## config.mk

```make
export PLATFORM = sky130hd
export DESIGN_NAME = uart_cmd_decoder
export DESIGN_NICKNAME = d
export VERILOG_FILES = /design/src/rtl/uart_cmd_decoder_pkg.sv /design/src/rtl/uart_cmd_decoder_timeout.sv /design/src/rtl/uart_cmd_decoder.sv
export SDC_FILE = /design/constraint.sdc
export NUM_CORES = 1
export LEC_CHECK = 0
export ABC_AREA = 1
export CAP_MARGIN = 20
export CORE_ASPECT_RATIO = 2
export CORE_MARGIN = 2
export CORE_UTILIZATION = 55
export CTS_BUF_LIST = sky130_fd_sc_hd__clkbuf_16
export DETAILED_ROUTE_END_ITERATION = 10
export PLACE_DENSITY = 0.88
export SLEW_MARGIN = 20
export SYNTH_ARGS = -nofsm -noshare
export SYNTH_HDL_FRONTEND = slang
export SYNTH_HIERARCHICAL = 1
export SYNTH_SLANG_ARGS = --single-unit
```

## constraint.sdc

```tcl
create_clock -name clk -period 5.7 [get_ports clk]
set_input_delay 1.14 -clock clk [delete_from_list [all_inputs] [get_ports clk]]
set_output_delay 1.14 -clock clk [all_outputs]
set_load 0.005 [all_outputs]
```

## src/rtl/uart_cmd_decoder_pkg.sv

```systemverilog
// Shared definitions for the UART command decoder: state encoding, SUMP opcodes
// and defaults used by the decoder and its timeout counter.
package uart_cmd_decoder_pkg;

  typedef enum logic [1:0] {
    ST_IDLE = 2'd0,
    ST_ARG  = 2'd1,
    ST_OUT  = 2'd2
  } state_t;

  localparam logic [7:0] OP_RESET     = 8'h00;
  localparam logic [7:0] OP_RUN       = 8'h01;
  localparam logic [7:0] OP_ID        = 8'h02;
  localparam logic [7:0] OP_SET_DIV   = 8'h80;
  localparam logic [7:0] OP_SET_CNT   = 8'h81;
  localparam logic [7:0] OP_SET_FLAGS = 8'h82;

  // Opcodes with this bit set carry argument bytes.
  localparam int LONG_BIT = 7;

  localparam int TO_N_DEFAULT = 100000;

endpackage

```

## src/rtl/uart_cmd_decoder_timeout.sv

```systemverilog
// Saturating up-counter with synchronous clear; reports the terminal count and
// the enabled step that reaches it.
module cmd_timeout #(
  parameter int N = 16,
  parameter int W = $clog2(N)
) (
  input  logic clk,
  input  logic rst,
  input  logic clr,
  input  logic en,
  output logic tc,
  output logic hit
);

  localparam logic [W-1:0] TERM = W'(N - 1);
  localparam logic [W-1:0] PRE  = W'(N - 2);

  logic [W-1:0] cnt_reg;

  always_ff @(posedge clk or posedge rst) begin
    if (rst) begin
      cnt_reg <= '0;
    end else if (clr) begin
      cnt_reg <= '0;
    end else if (en && (cnt_reg != TERM)) begin
      cnt_reg <= cnt_reg + 1'b1;
    end
  end

  assign tc  = (cnt_reg == TERM);
  // hit: this enabled step lands the counter on its terminal value.
  assign hit = en && !clr && (cnt_reg == PRE);

endmodule

```

## src/rtl/uart_cmd_decoder.sv

```systemverilog
// Assembles UART bytes into SUMP short/long commands and hands them out on a
// valid/ready interface; byte errors and inter-byte timeouts drop the command.
module uart_cmd_decoder
  import uart_cmd_decoder_pkg::*;
#(
  parameter int TO_N = TO_N_DEFAULT,
  parameter int TO_W = $clog2(TO_N),
  parameter int AN   = 4
) (
  input  logic        clk,
  input  logic        rst,
  input  logic        str_tvalid,
  input  logic [7:0]  str_tdata,
  output logic        str_tready,
  input  logic        str_terror_parity,
  input  logic        str_terror_fifo,
  output logic        cmd_tvalid,
  input  logic        cmd_tready,
  output logic [7:0]  cmd_opcode,
  output logic [31:0] cmd_data,
  output logic        cmd_long,
  output logic        err_drop,
  output logic        err_timeout
);

  state_t     state_reg, state_next;
  logic [1:0] arg_cnt_reg;
  logic       acc, berr, arg_last;
  logic       to_en, to_tc, to_hit, to_fire;
  logic       drop_next, timeout_next;

  assign acc      = str_tvalid & str_tready;
  assign berr     = str_terror_parity | str_terror_fifo;
  assign arg_last = (arg_cnt_reg == 2'(AN - 1));

  // Idle cycles in ARG advance the timeout; any accepted byte restarts it.
  assign to_en   = (state_reg == ST_ARG) & ~acc;
  assign to_fire = to_hit | (to_tc & to_en);

  cmd_timeout #(
    .N(TO_N),
    .W(TO_W)
  ) u_timeout (
    .clk(clk),
    .rst(rst),
    .clr(acc),
    .en (to_en),
    .tc (to_tc),
    .hit(to_hit)
  );

  always_ff @(posedge clk or posedge rst) begin
    if (rst) begin
      state_reg <= ST_IDLE;
    end else begin
      state_reg <= state_next;
    end
  end

  always_comb begin
    state_next = state_reg;
    case (state_reg)
      ST_IDLE: begin
        if (acc && !berr) begin
          state_next = str_tdata[LONG_BIT] ? ST_ARG : ST_OUT;
        end
      end
      ST_ARG: begin
        if (acc) begin
          if (berr) begin
            state_next = ST_IDLE;
          end else if (arg_last) begin
            state_next = ST_OUT;
          end
        end else if (to_fire) begin
          state_next = ST_IDLE;
        end
      end
      ST_OUT: begin
        if (cmd_tready) begin
          state_next = ST_IDLE;
        end
      end
      default: state_next = ST_IDLE;
    endcase
  end

  always_comb begin
    str_tready   = (state_reg != ST_OUT);
    cmd_tvalid   = (state_reg == ST_OUT);
    drop_next    = acc & berr;
    timeout_next = to_fire;
  end

  // Command fields change only on accepted good bytes, so they stay frozen in OUT.
  always_ff @(posedge clk or posedge rst) begin
    if (rst) begin
      cmd_opcode  <= '0;
      cmd_data    <= '0;
      cmd_long    <= 1'b0;
      arg_cnt_reg <= '0;
      err_drop    <= 1'b0;
      err_timeout <= 1'b0;
    end else begin
      err_drop    <= drop_next;
      err_timeout <= timeout_next;
      if (acc && !berr) begin
        if (state_reg == ST_IDLE) begin
          cmd_opcode  <= str_tdata;
          cmd_data    <= '0;
          cmd_long    <= str_tdata[LONG_BIT];
          arg_cnt_reg <= '0;
        end else begin
          cmd_data[{arg_cnt_reg, 3'b000} +: 8] <= str_tdata;
          arg_cnt_reg <= arg_cnt_reg + 2'd1;
        end
      end
    end
  end

endmodule

```

; Word level (Yosys, flattened, before mapping)
; Index checks and enable logic that the tools add are counted.
; Widths: inputs -> output; s select.
[word_totals]
regBits = 64
in_bits = 14
out_inout_bits = 45
elab_cells = 54
[classes]
n_addsub = 3
eq_ne = 11
shifts = 2
mux = 13
bitwise_logic = 7
reduce_logical = 10
[op_table]
columns = cell, count
row1 = $eq 17x17->1 const B, 2
row2 = $mux 17, 2
row3 = $bwmux 32, 1
row4 = $mux 32, 1
row5 = $shift 8x7->32 const A, 1
row6 = $shiftx 8x7->32, 1
row7 = $add 17x1->17 const B, 1
row8 = $ne 17x17->1 const B, 1
row9 = $mux 2, 8
row10 = $neg 5->7, 1
row11 = $pmux 2 s3, 1
row12 = $and 1x1->1, 4
row13 = $eq 2x2->1 const B, 2
row14 = $logic_and 1x1->1, 4
row15 = $ne 2x2->1 const B, 2
row16 = $ne 4x4->1 const B, 1
row17 = $reduce_and 4->1, 1
row18 = $ne 3x3->1 const B, 1
row19 = $add 2x1->2 const B, 1
row20 = $eq 2x1->1 const B, 1
row21 = $logic_not 1->1, 2
row22 = $logic_not 2->1, 1
row23 = $ne 2x1->1 const B, 1
row24 = $or 1x1->1, 2
row25 = 3 further kinds, 3

; Longest topological paths before layout
; Gate-level depths: netlist of run 1.
[logic_depth]
word_depth = 10
depth_mapped = 14
mapped_depth_nobuf = 13

; By module
; Netlist of run 1, hierarchy kept.
[modules_own_cells]
columns = mod, instances, cells_each, area_per_inst_um2, seq_area_each_um2
row1 = uart_cmd_decoder, 1, 247, 2148.3, 1151.1
row2 = cmd_timeout, 1, 154, 1094.8, 425.4

; Worst setup path after synthesis of run 1
; No wires, ideal clock.
[synth_timing]
kind = in2reg
from = input str_tvalid
to = register state_reg[0]
setup_time_ns = 0.118
arrival_ns = 2.205
required_ns = 5.582
path_slack_ns = 3.378
path_stages = 13
path_buffers = 1
path_cell_list = inv_1 > nand2_1 > inv_1 > clkbuf_1 > nand4_1 > nor3_1 > inv_1 > nand4_1 > nand2_1 > inv_1 > nand2_1 > nand2_1 > nand2_1
[synth_via]
elab_chain_cells = 8
elab_cells_between_ends = 15
classes_between = 3 x eq/ne / 2 x mux / 5 x bitwise / 5 x reduce/logical
[synth_rtl]
columns = element, line_no
row1 = "start, declared", uart_cmd_decoder.sv:12  ; input logic str_tvalid,
row2 = $and 1x1->1, uart_cmd_decoder.sv:32  ; assign acc = str_tvalid & str_tready;
row3 = $not 1->1, uart_cmd_decoder.sv:37  ; assign to_en = (state_reg == ST_ARG) & ~acc;
row4 = $and 1x1->1, uart_cmd_decoder.sv:37
row5 = named net to_en, uart_cmd_decoder.sv:29  ; logic to_en, to_tc, to_hit, to_fire;
row6 = $logic_and 1x1->1 (2 in series), uart_cmd_decoder_timeout.sv:32  ; assign hit = en && !clr && (cnt_reg == PRE);
row7 = named net to_hit, uart_cmd_decoder.sv:29
row8 = $or 1x1->1, uart_cmd_decoder.sv:38  ; assign to_fire = to_hit | (to_tc & to_en);
row9 = $ne 3x3->1 (no line), -
row10 = $reduce_and 4->1 (no line), -
row11 = "end signal, assigned", uart_cmd_decoder.sv:56  ; state_reg <= state_next;
row12 = "end, declared", uart_cmd_decoder.sv:26  ; state_t state_reg, state_next;
; The timed path passes the listed nets, and every way through them passes these cells.
; A chain may end at the register's enable or synchronous reset.

; Worst setup path after layout of run 1
[layout_timing]
from = input str_tvalid
to = register u_timeout.cnt_reg[3]
[layout_via]
elab_chain_cells = 5
elab_cells_between_ends = 6
classes_between = 1 x mux / 3 x bitwise / 2 x reduce/logical
[layout_rtl]
columns = element, line_no
row1 = $and 1x1->1 (*), uart_cmd_decoder.sv:32
row2 = named net acc, uart_cmd_decoder.sv:28  ; logic acc, berr, arg_last;
row3 = $not 1->1, uart_cmd_decoder.sv:37
row4 = $and 1x1->1, uart_cmd_decoder.sv:37
row5 = $logic_and 1x1->1, uart_cmd_decoder_timeout.sv:25  ; end else if (en && (cnt_reg != TERM)) begin
row6 = $reduce_bool 2->1 (no line), -
row7 = "end signal, assigned", uart_cmd_decoder_timeout.sv:26  ; cnt_reg <= cnt_reg + 1'b1;
row8 = "end, declared", uart_cmd_decoder_timeout.sv:18  ; logic [W-1:0] cnt_reg;
; Mark *: on every way through the listed nets, which the timed path passes. The rest lies on a longest branch.

==> results of run 1 <==
[cells in the final DEF (no fill, tap or decap), types with 2 or more instances in the layout]
cell type and instances:
sky130_fd_sc_hd__nor2_1 40, sky130_fd_sc_hd__ha_1 6, sky130_fd_sc_hd__nand2_1 104, sky130_fd_sc_hd__nor2_4 2
sky130_fd_sc_hd__nor3_2 2, sky130_fd_sc_hd__clkdlybuf4s50_1 58, sky130_fd_sc_hd__clkinv_2 3, sky130_fd_sc_hd__nand4_1 6
sky130_fd_sc_hd__clkbuf_16 9, sky130_fd_sc_hd__a21oi_1 14, sky130_fd_sc_hd__nand2_4 2, sky130_fd_sc_hd__o21ai_1 3
sky130_fd_sc_hd__inv_1 38, sky130_fd_sc_hd__dfrtp_1 63, sky130_fd_sc_hd__nor3_1 6, sky130_fd_sc_hd__o21ai_0 26
sky130_fd_sc_hd__clkinv_1 2, sky130_fd_sc_hd__a21oi_4 2, sky130_fd_sc_hd__xor2_1 6, sky130_fd_sc_hd__nand2_2 2
sky130_fd_sc_hd__inv_2 6, sky130_fd_sc_hd__nand3_1 53
[where the power goes]
part           total, µW  switching [µW]  internal, µW
logic                548             309           238
registers            601            67.7           533
clock network        523             192           331
total               1670             569          1100
[routing by layer]
metal	vias up	part of all wire
li1	1418	-
met1	1404	0.34
met2	120	0.56
met3	39	0.048
met4	0	0.056
met5	-	0
[critical path: stages]
cell and delay [ns]:
sky130_fd_sc_hd__clkdlybuf4s50_1 0.49, sky130_fd_sc_hd__inv_1 0.14, sky130_fd_sc_hd__a21oi_1 0.08, sky130_fd_sc_hd__inv_1 0.49, sky130_fd_sc_hd__nand3_1 0.43, sky130_fd_sc_hd__o21ai_0 0.37
[cells by family (layout without fill, tap and decap cells)]
logic type / after synthesis / count (layout) / synth area share
and+or+nand+nor: 223 / 223 / 0.313
xor gates and xnor gates: 7 / 7 / 0.0189
AOI/OAI and AO/OA: 48 / 48 / 0.0833
DFF: 63 / 63 / 0.486
muxes: 1 / 1 / 0.00309
adders and majority gates: 6 / 6 / 0.0231
buffers and inverters: 53 / 118 / 0.0725
[per-stage QoR]
step	utilization	hold slack [ns]
after detailed placement	0.670	0.466
after CTS	0.719	0.479
after floorplan	-	0.465
after global routing	0.723	0.504
after global placement	0.670	0.462
final	0.723	0.473
[cell type report]
class                      instances  area [µm²]
fill                             433        1580
tap                               61        76.3
clock buffer                       9         225
clock inverter                     7        56.3
multi-input combinational        285        1430
timing repair buffer              59         601
sequential                        63        1580
inverter                          43         161
[how the worst min path moves through the flow]
stage / from / end / slack, ns / cells past startpoint
3_5_place_dp: cmd_opcode[3] / cmd_opcode[3] / 0.47 / 2
5_1_grt: cmd_opcode[0] / cmd_opcode[0] / 0.50 / 2
4_1_cts: cmd_opcode[0] / cmd_opcode[0] / 0.48 / 2
3_3_place_gp: cmd_opcode[0] / cmd_opcode[0] / 0.46 / 2
2_1_floorplan: cmd_data[22] / cmd_data[22] / 0.47 / 2
6_report: cmd_opcode[0] / cmd_opcode[0] / 0.47 / 2
==> results by stage, run 1 <==
Placement:
- Counting tap cells, the placed design contains a total of 510 instances.
- The detailed placer's ending HPWL is 6230 µm.
- After detailed placement, the total cell area comes to about 0.0038 mm².
- The minimum setup slack after placement is 2.47 ns.
- During placement, the flow inserted port buffers numbering 58.
- At the end of routability-driven placement, the weighted congestion stood at ~0.95.

Layout:
- For this run, the post-layout net count is ~480.
- Once layout is done, the placed cells without fillers occupy 0.00413 mm².
- The final standard cell count with taps included and fillers excluded is roughly 530.
- The flip-flop count of the largest register, all copies and words added is 32.
- The number of inserted diodes is 0.
- The area added between synthesis and finish is 27.3%.
- The proportion of layout cells with a drive suffix above 1 is 0.0773.

Synthesis:
- A synthesized cell averages 8.09 µm².
- The number of register bits inferred by synthesis is 63.
- Of the synthesized area, sequential elements account for 0.486.
- In the synthesized netlist the async set-or-reset flop fraction comes to 1.00.
- In the synthesized netlist the dominant register cell turns out to be sky130_fd_sc_hd__dfrtp_1.
- Counting every instance in the synthesized netlist gives 401.
- The area share of the leading cell type in the synthesized netlist is 0.486.
- The cell area after synthesis is ~0.0032 mm².
- The distinct cell type count of the synthesized netlist is 35.
- When the netlist entered floorplanning its net count stood at 421.
- The synthesized design contains 0 enable-type register cells.
- During synthesis, Yosys emitted a total of 6 warnings.
- The largest area contributor in the synthesized netlist is sky130_fd_sc_hd__dfrtp_1.
- Sorting the synthesized cells by how often they occur yields sky130_fd_sc_hd__nand2_1 (104), sky130_fd_sc_hd__dfrtp_1 (63), sky130_fd_sc_hd__nand3_1 (53).
- Among all cell types in the netlist, the one instantiated most often is sky130_fd_sc_hd__nand2_1.
- Sorting the synthesized cells by area gives the leading types as sky130_fd_sc_hd__dfrtp_1 (49%), sky130_fd_sc_hd__nand2_1 (12%), sky130_fd_sc_hd__nand3_1 (8.2%).

Worst setup path:
- The category of the most critical setup path is input port to flop.
- The flop-to-flop setup slack is between 3 and 4 ns.
- The endpoint of the worst-slack reg-to-reg timing path is cmd_data[29].
- The required time at the endpoint of the critical path is just under 6 ns.
- The launch point of the critical path is str_tvalid.
- The end point of the critical path is u_timeout/cnt_reg[3].
- The length in cells of the worst reg-to-reg path is 5.
- The startpoint of the worst register-to-register path is arg_cnt_reg[0].
- Data on the critical path arrives at its endpoint at about 3.2 ns.
- The startpoint type of the worst setup path is an input port.
- In this run the worst path has a maximum fanout of 22.
- The kind of capture point of the worst setup path is a flop.

STA:
- The count of final hold-check violations came to 0.
- Of the available clock period, the critical path in the final layout requires 0.517.
- The shortest period the worst path allows is a little under 3 ns.
- The slew at the pin closest to its max-slew limit is between 0.7 and 0.8 ns.
- The peak clock frequency supported by timing is around 0.34 GHz.
- The total count of max-transition violations in the final report is 0.
- Across all setup checks in the final design, the least slack found is between 2 and 3 ns.
- Setup repair after global routing left no endpoint under its margin.
- Clock skew on the completed layout was measured at approximately 0.0054 ns.
- The worst max-slew margin expressed relative to the limit is 0.481.
- The total negative slack is 0 ns.
- The total setup violations reported at the end of the flow is 0.

Routing:
- The total via count in the routed design is 2,981.
- The routed wirelength normalized by instance count is 16.2 µm.
- The total wire length is about 8600 µm.
- Dividing the detail-routed via count by the number of cells gives between 5 and 6.
- The violation count after the first detailed-route iteration is ~240.
- The pre-antenna-repair detailed-routing pass consisted of 4 iterations.
- In the routed design, unresolved DRC markers number 0.
- The detail route stage leaves a number of antenna-violating nets equal to 0.

Power and ir drop:
- Overall power consumption after layout is estimated at 1670 µW.
- The static leakage is between 0.0015 and 0.002 µW.
- The power per unit of standard cell area is 405 mW/mm².
- IR analysis of the VDD net gives a maximum drop of between 0.3 and 0.4 mV.

Clock tree:
- Once the clock tree was built, the resizer swapped 0 gates to a different size.
- TritonCTS created 9 clock buffers.
- The H-tree generated during clock tree synthesis spans 3 levels.
- The maximum count of clock buffers along a single path is 2.
- The buffer cell driving the clock tree root is sky130_fd_sc_hd__clkbuf_16.
- The number of hold buffers added after CTS was 0.
- Post-CTS timing repair inserted 0 buffers for setup.
- TritonCTS built the clock tree.
- After clock tree synthesis, the clock-pin slew on the worst setup and hold paths is 0.05 ns.
- The clock sink count is 63.
- Clock latency on the worst-skew pair, taken at its later pin, is around 0.33 ns.

Die:
- The site row count is 39.
- The initial core utilization is 0.568.
- In this run the count of I/O pins placed on the die edge is 59.
- The height of the die is roughly 110 µm.
- The floorplan step set the die width to ~60 µm.
- The area of the core is between 0.005 and 0.006 mm².
- The total die area is roughly 0.0066 mm².

GRT:
- The remaining global-route overflow is 0.
- The met3 track demand over resource is 0.0553.
- Entering global routing, the biggest net connects between 40 and 50 pins.
- The global-route layer with the greatest usage is met2.
- For this run, global-route usage on met1 was measured as 0.301.
- The first global-routing pass estimated 14,200 µm of wire.
- The initial antenna violation count was 0.
- The via count of the first global-routing pass is between 3,000 and 4,000.
- For this run, global-route usage on met2 was measured as 0.497.
- The global-route usage over all layers is 0.285.

Run status:
- The run finished with clean final reports.

Hold path:
- The worst min-delay path class is flop to flop.

Job:
- Across the run, the number of max-cap violations was 0.
Power figures use the tool's default switching activity.
==> inputs of run 2 (changes only) <==
--- a/config.mk
+++ b/config.mk
@@ -9,10 +9,10 @@
 export CAP_MARGIN = 20
 export CORE_ASPECT_RATIO = 2
 export CORE_MARGIN = 2
-export CORE_UTILIZATION = 55
+export CORE_UTILIZATION = 52
 export CTS_BUF_LIST = sky130_fd_sc_hd__clkbuf_16
 export DETAILED_ROUTE_END_ITERATION = 10
-export PLACE_DENSITY = 0.88
+export PLACE_DENSITY = 0.84
 export SLEW_MARGIN = 20
 export SYNTH_ARGS = -nofsm -noshare
 export SYNTH_HDL_FRONTEND = slang
==> constraint.sdc (replaced) <==
create_clock -name clk -period 3 [get_ports clk]
set_input_delay 0.6 -clock clk [delete_from_list [all_inputs] [get_ports clk]]
set_output_delay 0.6 -clock clk [all_outputs]
set_load 0.005 [all_outputs]
==> run 2 against run 1 <==
  * Wire length down 3.0%
  * Largest cell class unchanged
  * Worst setup slack worse by 1.9 ns
  * Sequential power up 90%
  * Register-to-register slack worse by 2.6 ns
  * Combinational power up 93%
  * Critical path type is now flop to output pin
==> results by stage, run 2 (synthesis results as in run 1) <==
Worst setup path:
- The largest incremental delay on the critical path is 0.50 ns.
- The category of the most critical setup path is flop to output pin.
- The startpoint identified for the worst register-to-register timing path is arg_cnt_reg[0].
- Counting both buffers and inverters, the worst setup path holds a total of 3.
- In this run the worst setup path begins at state_reg[0].
- The kind of capture point of the worst setup path is an output pin.
- Measured in cells, the most critical reg-to-reg path has a length of 5.
- The largest fanout on the critical path is 5.
- Data arrives at the worst endpoint at 1.55 ns.
- The startpoint type of the worst setup path is a flop.
- The endpoint of the worst-slack reg-to-reg timing path is cmd_data[29].
- The required time at the endpoint of the critical path is 2.40 ns.
- The signal on the critical path passes through inv_2 -> nand2_4 -> inv_1 -> clkdlybuf4s50_1.
- In this design, the largest share of critical-path delay is due to buffers and inverters.
- The slowest stage of the critical path is the sky130_fd_sc_hd__clkdlybuf4s50_1 cell.
- The flop-to-flop setup slack is approximately 0.89 ns.

Layout:
- The register with the most flip-flops in the layout has 32 of them.
- The commonest non-fill, non-tap cell in the layout is sky130_fd_sc_hd__nand2_1.
- The post-layout net count is between 400 and 500.
- In the final layout, the share of cells above drive strength 1 is 0.0812.
- The area growth from synthesis to layout is 26.7%.
- The top cell types in the final layout, fill and taps aside, are sky130_fd_sc_hd__nand2_1 (104), sky130_fd_sc_hd__dfrtp_1 (63), sky130_fd_sc_hd__clkdlybuf4s50_1 (58).
- The end-of-flow core utilization is 0.684.
- The number of antenna diodes in the final layout is 0.

Placement:
- Summed over all nets, the half-perimeter wirelength after detailed placement is approximately 6400 µm.
- At the end of routability-driven placement, the weighted congestion stood at roughly 0.98.
- Buffers placed on the I/O ports in this run total between 50 and 60.

STA:
- The total negative slack is 0 ns.
- Setup violations remaining at the end of the flow were counted as 0.
- Hold is met by ~0.48 ns.
- The count of final hold-check violations is 0.
- Setup repair after global routing left no endpoint under its margin.
- The clock tree skew after final layout is roughly 0.0051 ns.
- The total count of max-transition violations in the final report came to 0.
- Based on the critical path, the design can be clocked at up to ~0.46 GHz.
- The slew at the pin closest to its max-slew limit is roughly 0.70 ns.
- In this run the tightest slew margin relative to its limit is 0.536.
- For the finished layout, the period the worst path requires is approximately 2.2 ns.
- The portion of the clock cycle consumed by the worst path in the final layout is 0.717.

Clock tree:
- In this run, post-CTS hold repair placed 0 buffers.
- The cell sitting at the root of the clock tree is a sky130_fd_sc_hd__clkbuf_16.
- The clock-pin transition on the worst setup and hold timing paths is 0.05 ns.
- In this run, post-CTS repair resized a total of 0 instances.
- CTS built an H-tree with a depth of 3.
- The later pin in the worst-skew pair is clocked with a latency of around 0.33 ns.
- The maximum count of clock buffers along a single path is 2.
- After clock tree synthesis, the setup repair step added 0 buffers.
- The number of buffers inserted during clock tree synthesis is 9.
- The clock sink count is between 60 and 70.
- The clock tree from TritonCTS is yes.

Die:
- The area of the core is approximately 0.0060 mm².
- The total die area is 0.00692 mm².
- The die is 59.8 µm wide.
- The site row count is 40.
- Pin placement for this block handled 59 I/O pins.
- The height of the die is between 100 and 150 µm.
- The initial core utilization is 0.540.

Routing:
- The final layout contains routed wiring with a total length of around 8300 µm.
- The DRC violations left is 0.
- The routed wirelength normalized by instance count is ~16 µm.
- After detailed routing, the number of vias per cell comes to ~5.5.
- The first-pass detailed-route iteration total is 6.
- The number of nets still failing antenna checks after routing is 0.
- The total via count in the routed design is slightly below 3,000.
- For this block, the initial DRC count from the detailed router was between 150 and 200.

GRT:
- The global-route usage over all layers is 0.268.
- Entering global routing, the biggest net connects 32 pins.
- The remaining global-route overflow is 0.
- The via count of the first global-routing pass was about 3,000.
- The initial antenna violation count is 0.
- The first global-routing pass estimated roughly 14,000 µm of wire.

Power and ir drop:
- The worst supply voltage drop on vdd is 0.555 mV.
- The power per unit of standard cell area is between 700 and 800 mW/mm².
- Overall power consumption after layout is estimated at between 3000 and 4000 µW.
- The analysis attributes to cell leakage a power of 0.00188 µW.

Hold path:
- The tightest min-delay check is of the flop to flop type.
- The worst hold path was traced through 2 stages.
- The endpoint of the worst hold path is cmd_opcode[0].
- The startpoint identified for the worst hold timing path is cmd_opcode[0].

Run status:
- The flow ran to the end, and the final reports show no timing, DRC or antenna violations.

Job:
- The total of max-cap violations is 0.
run 2: cell types whose count changed in the layout (fill, tap and decap cells not counted), sizes merged:
cell	before	now
buf	1	3
bufinv	1	0
clkinv	5	7
inv	44	43
run 2: final cells by class:
type	instances	area [µm²]
clock buffer	9	225
clock inverter	7	31.3
fill	477	1900
inverter	43	161
multi-input combinational	285	1430
sequential	63	1580
tap	63	78.8
timing repair buffer	61	603
run 2: worst reg2reg max path: cells and delay by family (launching register included):
family          cells  cell delay (ns)
simple gates        2             0.63
flops               1             0.48
compound gates      1             0.14
buf+inv             1             0.31
fa+ha+maj           1             0.48
run 2: worst max path at each step:
| stage | end | slack (ns) | depth (start not counted) |
|---|---|---|---|
| 6_report | cmd_tvalid | 0.85 | 4 |
| 5_1_grt | cmd_data[16] | 0.68 | 6 |
| 4_1_cts | cmd_tvalid | 0.83 | 4 |
| 3_5_place_dp | state_reg[0] | 0.63 | 13 |
| 3_3_place_gp | state_reg[0] | 0.68 | 13 |
| 2_1_floorplan | state_reg[0] | 1.22 | 13 |
run 2: routing by layer:
layer	vias to the layer above	wire length [µm]	global-route usage
met3	33	330	0.0480
met5	-	0	0
met1	1379	2860	0.267
met4	0	406	0.153
met2	95	4710	0.493
li1	1422	-	-
run 2: metrics by stage:
step / instances / instance area [µm²] / worst slack [ns]
after floorplan: 401 / 3240 / 1.22
after global placement: 515 / 3850 / 0.678
after detailed placement: 515 / 3850 / 0.627
after CTS: 531 / 4110 / 0.835
after global routing: 531 / 4110 / 0.680
final: 531 / 4110 / 0.848
run 2: power breakdown:
part | switching, µW | internal (µW) | total, µW
Combinational | 592 | 467 | 1060
Clock | 347 | 542 | 889
Sequential | 125 | 1010 | 1140
==> inputs of run 3 (changes only) <==
==> constraint.sdc (replaced) <==
create_clock -name clk -period 2 [get_ports clk]
set_input_delay 0.4 -clock clk [delete_from_list [all_inputs] [get_ports clk]]
set_output_delay 0.4 -clock clk [all_outputs]
set_load 0.005 [all_outputs]
==> run 3 against run 2 <==
  * Register-to-register slack got worse by 0.62 ns
  * Sequential share of layout area fell by 1.1 points
  * Wire length rose by 2.6%
  * Critical path depth did not move
  * Final cell count rose by 2.1%
  * Clock skew barely moved
  * Clock power rose by 66%
  * Cell area rose by 2.9%
  * First-iteration DRC count rose by 23%
  * Die area did not move
  * Critical path type unchanged
==> results by stage, run 3 (synthesis results as in run 1) <==
Die:
- After floorplanning, the core was divided into 40 placement rows.
- The total die area is 0.00692 mm².
- The total area inside the core boundary comes to around 0.006 mm².
- The die is 116 µm tall.
- For this configuration, the core starts out at a cell density of 0.540.
- 59 I/O pins were placed.
- The floorplan step set the die width to around 60 µm.

Worst setup path:
- Tracing the worst setup path back leads to its startpoint at state_reg[0].
- The worst setup path is of the flop to output pin kind.
- The data arrival time of the critical path is approximately 1.5 ns.
- Of all nets on the critical path, the largest fanout is 4.
- The kind of capture point of the worst setup path is an output pin.
- The startpoint type of the worst setup path is a flop.
- In this run the critical register-to-register path is launched from u_timeout/cnt_reg[1].
- The flop-to-flop setup slack is approximately 0.27 ns.
- Data on the critical path is required at its endpoint by 1.60 ns.

Layout:
- The library cell used most frequently in the layout, excluding fill and tap cells, is sky130_fd_sc_hd__nand2_1.
- The number of antenna diodes in the final layout is 0.
- The top cell types in the final layout, fill and taps aside, are sky130_fd_sc_hd__nand2_1 (104), sky130_fd_sc_hd__dfrtp_1 (63), sky130_fd_sc_hd__clkdlybuf4s50_1 (58).
- The post-route cell area is ~0.0042 mm².
- In the final layout, the share of cells above drive strength 1 is 0.100.
- Compared with the post-synthesis result, the final layout area differs by 30.3%.
- The fill cell total of the finished layout is 464.
- The final layout contains approximately 490 nets.
- The flip-flop count of the largest register, all copies and words added is 32.

STA:
- The peak clock frequency supported by timing is ~0.53 GHz.
- The count of final hold-check violations is 0.
- The worst max-slew margin expressed relative to the limit is 0.703.
- Setup violations remaining at the end of the flow were counted as 0.
- The shortest period the worst path allows is roughly 1.9 ns.
- Setup total negative slack on the finished layout was measured at 0 ns.
- The final critical-path setup slack is 0.119 ns.
- The slew at the pin closest to its max-slew limit is around 0.44 ns.
- Hold is met by 0.433 ns.
- The total count of max-transition violations in the final report is 0.
- The portion of the clock cycle consumed by the worst path in the final layout is 0.940.
- For the final database, setup skew stands at about 0.0054 ns.
- Setup repair after global routing left no endpoint under its margin.

Hold path:
- The worst min-delay path class is input port to asynchronous set/reset pin.

Placement:
- The minimum setup slack after placement is around 0.046 ns.
- The final estimated routing congestion in global placement is around 0.95.
- In this run the tool buffered the top-level ports with 58 buffer cells.
- After detailed placement, the total cell area comes to 0.00394 mm².
- The detailed placer's ending HPWL is roughly 6300 µm.

Routing:
- The total via count in the routed design is 2,997.
- After detailed routing, the total wire length is between 8000 and 9000 µm.
- The average via count per standard cell is between 5 and 6.
- The DRC violations left is 0.
- Once detail routing completed, the nets flagged for antenna violations numbered 0.
- After detailed routing, the average wire length per cell comes to between 15 and 20 µm.
- The violation count after the first detailed-route iteration is approximately 220.
- The first-pass detailed-route iteration total is 6.

Clock tree:
- The buffer count from post-CTS setup fixing is 0.
- The tree is rooted in a sky130_fd_sc_hd__clkbuf_16.
- CTS saw between 60 and 70 sinks.
- The number of gates resized after CTS is 0.
- After clock tree synthesis, the clock-pin slew on the worst setup and hold paths is roughly 0.050 ns.
- After clock tree synthesis, the flow added hold-fix buffers numbering 0.
- The clock passes through at most 2 buffers.
- The number of clock buffers added by TritonCTS is 9.
- The clock tree from TritonCTS is yes.
- The number of levels in the clock H-tree is 3.
- The worst-skew pair later-pin latency is between 0.3 and 0.4 ns.

Job:
- Across the run, the number of max-cap violations was 0.

Power and ir drop:
- The analysis attributes to cell leakage a power of 0.00195 µW.
- The fraction of power consumed by the clock network is 0.305.
- In this run the power density over the cells is about 1100 mW/mm².
- The part of the power in registers is 0.348.
- Of the total power, the share spent switching nets is 0.337.
- The worst supply voltage drop on vdd is about 0.98 mV.
- The internal power consumption is about 3200 µW.
- The net switching component of the power is roughly 1600 µW.
- Total power for the finished layout comes to between 4000 and 5000 µW.
- The proportion of power drawn by combinational gates is 0.347.

GRT:
- Summed over all layers, the global routing overflow is 0.
- The pin count of the biggest net entering global routing is 29.
- The via count of the first global-routing pass is 3,105.
- The first global-routing pass estimated ~14,000 µm of wire.
- The initial antenna violation count was 0.
- The global-route usage over all layers is 0.277.

Run status:
- The flow ran to the end, and the final reports show no timing, DRC or antenna violations.
-- run 3: cell count changes in the layout (fill, tap and decap cells not counted), sizes merged --
cell,previous run,this run
bufinv,0,1
buf,3,14
clkinv,7,6
-- run 3: layout make-up --
| class | instances | area, µm² | share of cell area |
|---|---|---|---|
| Timing Repair Buffer | 72 | 698 | 0.165 |
| Multi-Input combinational cell | 285 | 1430 | 0.339 |
| Inverter | 43 | 161 | 0.0382 |
| Sequential cell | 63 | 1580 | 0.373 |
| Tap cell | 63 | 78.8 | 0.0187 |
| Clock buffer | 9 | 225 | 0.0533 |
| Clock inverter | 7 | 55.1 | 0.0130 |
-- run 3: metrics by stage --
stage	utilization	cells
after detailed placement	0.656	525
final	0.704	542
after global routing	0.704	542
after global placement	0.656	525
after floorplan	-	401
after CTS	0.703	541
-- run 3: layer usage --
layer / share of wire / global-route usage
met3: 0.042 / 0.0670
met2: 0.57 / 0.490
met4: 0.041 / 0.160
met1: 0.34 / 0.282
met5: 0 / 0
-- run 3: worst paths after layout --
check | cells past startpoint | end
max | 4 | cmd_tvalid
min | 2 | cmd_data[15]
max reg2reg | 8 | u_timeout/cnt_reg[4]
min reg2reg | 2 | cmd_opcode[0]
max in group asynchronous | 3 | cmd_data[11]
min in group clk | 2 | cmd_opcode[0]
-- run 3: power groups by stage --
| stage | sequential [µW] | clock (µW) | combinational, µW |
|---|---|---|---|
| floorplan | 1710 | 0 | 887 |
| global placement | 1700 | 0 | 1620 |
| detailed placement | 1700 | 0 | 1670 |
| CTS | 1700 | 1490 | 1680 |
| global route | 1720 | 1550 | 1850 |
| finish | 1690 | 1480 | 1680 |
-- run 3: critical path, stage by stage (launching register included) --
cell                              delay (ns)
sky130_fd_sc_hd__dfrtp_1                0.38
sky130_fd_sc_hd__inv_2                  0.12
sky130_fd_sc_hd__nand2_4                0.08
sky130_fd_sc_hd__inv_1                  0.07
sky130_fd_sc_hd__clkdlybuf4s50_1        0.50
